<file path="config.mk">
export PLATFORM = sky130hd
export DESIGN_NAME = sp_fill_scheduler
export DESIGN_NICKNAME = d
export VERILOG_FILES = /design/src/rtl/sp_fill_scheduler.sv
export SDC_FILE = /design/constraint.sdc
export NUM_CORES = 1
export LEC_CHECK = 0
export CORE_MARGIN = 5
export CORE_UTILIZATION = 45
export DETAILED_ROUTE_END_ITERATION = 10
export PLACE_DENSITY = 0.73
export SETUP_SLACK_MARGIN = 0.3
export SLEW_MARGIN = 0
export SYNTH_ARGS = -nofsm -noshare
export SYNTH_HDL_FRONTEND = slang
export SYNTH_SLANG_ARGS = --single-unit
</file>
<file path="constraint.sdc">
create_clock -name clk -period 14.3 [get_ports clk]
set_clock_uncertainty 0.1 [all_clocks]
set_input_delay 2.86 -clock clk [delete_from_list [all_inputs] [get_ports clk]]
set_output_delay 2.86 -clock clk [all_outputs]
set_load 0.01 [all_outputs]
</file>
<file path="src/rtl/sp_fill_scheduler.sv">
// Fills the input-feature and filter scratchpads from one shared single-port
// source memory, alternating read beats between the two streams.
module sp_fill_scheduler #(
  parameter int ADDR_W = 16,
  parameter int DATA_W = 16,
  parameter int LEN_W  = 8
) (
  input  logic              clk,
  input  logic              rst,
  input  logic              start,
  input  logic [ADDR_W-1:0] if_base,
  input  logic [LEN_W-1:0]  if_len,
  input  logic [ADDR_W-1:0] flt_base,
  input  logic [LEN_W-1:0]  flt_len,
  output logic              mem_ren,
  output logic [ADDR_W-1:0] mem_addr,
  input  logic [DATA_W-1:0] mem_rdata,
  input  logic              if_full,
  input  logic              flt_full,
  output logic              if_wen,
  output logic [DATA_W-1:0] if_wdata,
  output logic              flt_wen,
  output logic [DATA_W-1:0] flt_wdata,
  output logic              done1,
  output logic              done2,
  output logic              busy,
  output logic              abort
);
  // One register stage between read issue and scratchpad write.
  localparam int   STAGES = 1;
  localparam logic S_IF   = 1'b0;
  localparam logic S_FLT  = 1'b1;

  typedef enum logic [1:0] {IDLE, ISSUE, DRAIN} state_t;

  typedef struct packed {
    logic strm;
    logic last;
  } tag_t;

  state_t                  state;
  logic [1:0][ADDR_W-1:0]  base_q;
  logic [1:0][LEN_W-1:0]   len_q;
  logic [1:0][LEN_W-1:0]   cnt_q;
  logic [1:0]              done_q;
  logic                    ptr;
  logic [STAGES:0]         vld_pipe;
  tag_t [STAGES:0]         tag_pipe;
  logic [ADDR_W-1:0]       addr_q;
  logic                    abort_q;

  logic [1:0]              pend;
  logic                    gnt_vld, gnt_s, blocked, fire, gnt_last;
  logic [LEN_W-1:0]        cnt_nxt;

  always_comb begin
    pend[0]  = cnt_q[0] < len_q[0];
    pend[1]  = cnt_q[1] < len_q[1];
    gnt_vld  = (state == ISSUE) && (|pend);
    gnt_s    = (&pend) ? ptr : pend[1];
    blocked  = gnt_vld && (gnt_s ? flt_full : if_full);
    fire     = gnt_vld && !blocked;
    cnt_nxt  = cnt_q[gnt_s] + LEN_W'(1);
    gnt_last = (cnt_nxt == len_q[gnt_s]);
  end

  always_ff @(posedge clk or negedge rst) begin
    if (!rst) begin
      state    <= IDLE;
      base_q   <= '0;
      len_q    <= '0;
      cnt_q    <= '0;
      done_q   <= '0;
      ptr      <= S_IF;
      vld_pipe <= '0;
      tag_pipe <= '0;
      addr_q   <= '0;
      abort_q  <= 1'b0;
    end else begin
      vld_pipe[0] <= fire;
      tag_pipe[0] <= '{strm: gnt_s, last: gnt_last};
      for (int i = 1; i <= STAGES; i++) begin
        vld_pipe[i] <= vld_pipe[i-1];
        tag_pipe[i] <= tag_pipe[i-1];
      end
      abort_q <= blocked;

      if (fire) begin
        addr_q       <= base_q[gnt_s] + ADDR_W'(cnt_q[gnt_s]);
        cnt_q[gnt_s] <= cnt_nxt;
        ptr          <= ~ptr;
      end

      // Completion follows the landing write, so it is independent of FSM state.
      if (vld_pipe[STAGES] && tag_pipe[STAGES].last)
        done_q[tag_pipe[STAGES].strm] <= 1'b1;

      case (state)
        IDLE: if (start) begin
          base_q <= {flt_base, if_base};
          len_q  <= {flt_len, if_len};
          cnt_q  <= '0;
          ptr    <= S_IF;
          done_q <= {flt_len == '0, if_len == '0};
          state  <= ISSUE;
        end
        ISSUE: begin
          if (blocked)     state <= IDLE;
          else if (~|pend) state <= DRAIN;
        end
        DRAIN:   state <= IDLE;
        default: state <= IDLE;
      endcase
    end
  end

  assign mem_ren   = vld_pipe[0];
  assign mem_addr  = addr_q;
  assign if_wen    = vld_pipe[STAGES] && (tag_pipe[STAGES].strm == S_IF);
  assign flt_wen   = vld_pipe[STAGES] && (tag_pipe[STAGES].strm == S_FLT);
  assign if_wdata  = if_wen  ? mem_rdata : '0;
  assign flt_wdata = flt_wen ? mem_rdata : '0;
  assign done1     = done_q[0];
  assign done2     = done_q[1];
  assign busy      = (state != IDLE);
  assign abort     = abort_q;

endmodule

</file>
==> results.toml <==
[status]
outcome = "complete, no violations"

[floorplanning]
core_sq_um = 11960
die_y_um = 120
dieArea_sq_um = 14400
rows = 40
die_w_um = 120
ios = 124
start_util_pct = 45.52

[logic_synthesis]
synth_top_area_share_pct = 42.28
synth_edf_count = 0
synth_top_area_cell = "dfrtp_1"
synth-seq-area-share_pct = 42.28
ys_types = 53
syn_nets = 648
synth_area_sq_um = 5445
syn_avg_cell_area_sq_um = 9.776
synth_cells = 557
ys_warn_count = 0
synth-async-reset-ratio_pct = 100.0
ys_top_cells_by_area = "dfrtp_1, mux2_2, ha_1, xnor2_1, nand2_1"
ys_seq_elements = 92
ys.flop_type = "dfrtp_1"

[setup_path]
r2r-start = "cnt_q[14]"
worstPathArrival_ns = 4.08
worst-path-max-fanout = 2
required_ns = 11.34
r2r_cells = 17
critical_path.endpoint = "flt_wdata[8]"
start_kind = "input port"
crit_start = "mem_rdata[8]"
r2r-end = "mem_addr[10]"
end_kind = "output port"
r2r_slack_ns = 9.11
path_class = "input port to output port"

[cts]
clock_latency_ns = 0.34
cts_tree = "built"
post_cts_buffers = 0
clock_sinks = 92
cts_root_buf = "clkbuf_16"
cts_max_path_buffers = 2
cts_resized = 0
postCtsHoldBufs = 0
htree_levels = 3
path_clk_slew_ns = 0.06
numCtsBuffers = 9

[timing]
period_needed_ns = 7.044
worst_slack_ns = 7.256
fmax_mhz = 142.0
hold_viol_final = 0
maxSlewViolCount = 0
max_slew_margin_pct = 24.50
totalNegativeSetupSlack_ns = 0
setup_viol_count_final = 0
rsz0062_at_grt = "false"
tightestPinTransition_ns = 1.133
period_share_pct = 49.26

[drt]
drt_wl_total_mm = 13.38
drt_iter0_markers = 251
vias_per_cell = 5.359
drt_first_pass_iters = 5
vias = 4373
ant_nets = 0
drc = 0
avgRoutedWirePerCell_um = 16.40

[finish]
final-instance-count-excl-fill = 816
drive_above_1_share_pct = 11.66
diodes = 0
final_nets = 755
utilization_pct = 59.18
final_common_cell = "clkdlybuf4s50_1"
final_area_sq_um = 7079
mostFrequentLayoutCells = "clkdlybuf4s50_1, dfrtp_1, nand2_1, mux2_2, nor2_1"
synthToLayoutAreaGrowth_pct = 30.01
fill_cells = 1047

[global_route]
grt_pass1_wl_mm = 22.58
grt_max_degree = 84
grt_pass1_vias = 4549
track_usage_pct = 19.28
antenna_found_initial = 0
grt_overflow = 0

[placement]
io_buffer_count = 123
dp_cells = 800
post-place-ws_ns = 7.245
place.gp.congestion = 0.8686
dp_hpwl_mm = 10.04
dpl_cell_area_sq_um = 6734

[power]
leakagePower_nw = 3.098
ir_worst_vdd_v = 0.00008944
powerDensity_nw_per_um2 = 228.6

[min_path]
worstHoldPathType = "flip-flop to flip-flop"
whs_path_depth = 0

[run]
drv_cap = 0
-- worst min path at each step --
stage / start / end / slack (ns)
after floorplan: tag_pipe[0] / tag_pipe[2] / 0.23
after global placement: tag_pipe[1] / tag_pipe[3] / 0.23
after detailed placement: tag_pipe[1] / tag_pipe[3] / 0.24
after CTS: tag_pipe[1] / tag_pipe[3] / 0.25
after global routing: tag_pipe[1] / tag_pipe[3] / 0.26
final: tag_pipe[1] / tag_pipe[3] / 0.25
-- Yosys cell counts (all sizes together), types with 17 or more instances --
library cell,instances
a21oi,28
and2,20
and3,20
clkbuf,22
dfrtp,92
ha,21
inv,21
mux2,49
nand2,56
nor2,40
o21ai,41
xnor2,28
xor2,17
-- kinds of logic (layout without fill, tap and decap cells) --
kind of cell,count (synthesis),count (layout),synth area share [%]
xor gates and xnor gates,45,45,7.238
muxes,66,66,13.56
AOI/OAI and AO/OA,101,101,11.31
buffers and inverters,51,163,4.274
DFF,92,92,42.28
and+or+nand+nor,178,178,15.79
adders and majority gates,24,24,5.561
-- cell type report --
class	count	area, sq um	share of cell area (%)
multi-input cells	414	2918	41.22
flip-flops and latches	92	2302	32.52
repair buffers	126	1251	17.67
clock buffers	9	225.2	3.181
well taps	147	183.9	2.598
clock inverters	7	120.1	1.697
inverters	21	78.83	1.113
-- metal layers --
metal | vias to the layer above | global-route usage (%) | wire length (um)
met5 | - | 0 | 0
met4 | 0 | 6.729 | 241
met3 | 19 | 2.922 | 597
met2 | 129 | 32.53 | 6457
met1 | 2066 | 25.24 | 6086
li1 | 2159 | - | -
-- critical path, cell delays in order --
cell and delay (ns):
clkdlybuf4s50_1 0.52, and3_1 0.18, clkdlybuf4s50_1 0.53
-- sequential cells by signal (all words and copies together), names as in the netlist --
name	cells
abort	1
base_q	32
cnt_q	16
done_q	2
len_q	16
mem_addr	16
ptr	1
state	2
tag_pipe	4
vld_pipe	2
-- per-stage QoR --
step / hold slack (ns) / power, mW
6_report: 0.2482 / 1.618
5_1_grt: 0.2559 / 1.745
4_1_cts: 0.2505 / 1.628
3_5_place_dp: 0.2358 / 1.344
3_3_place_gp: 0.2337 / 1.310
2_1_floorplan: 0.2312 / 1.111
-- where the power goes --
group / total, mW / switching, mW / internal, mW
clock: 0.275 / 0.103 / 0.172
combinational: 0.863 / 0.450 / 0.413
sequential: 0.480 / 0.104 / 0.376
Power figures use the tool's default switching activity.
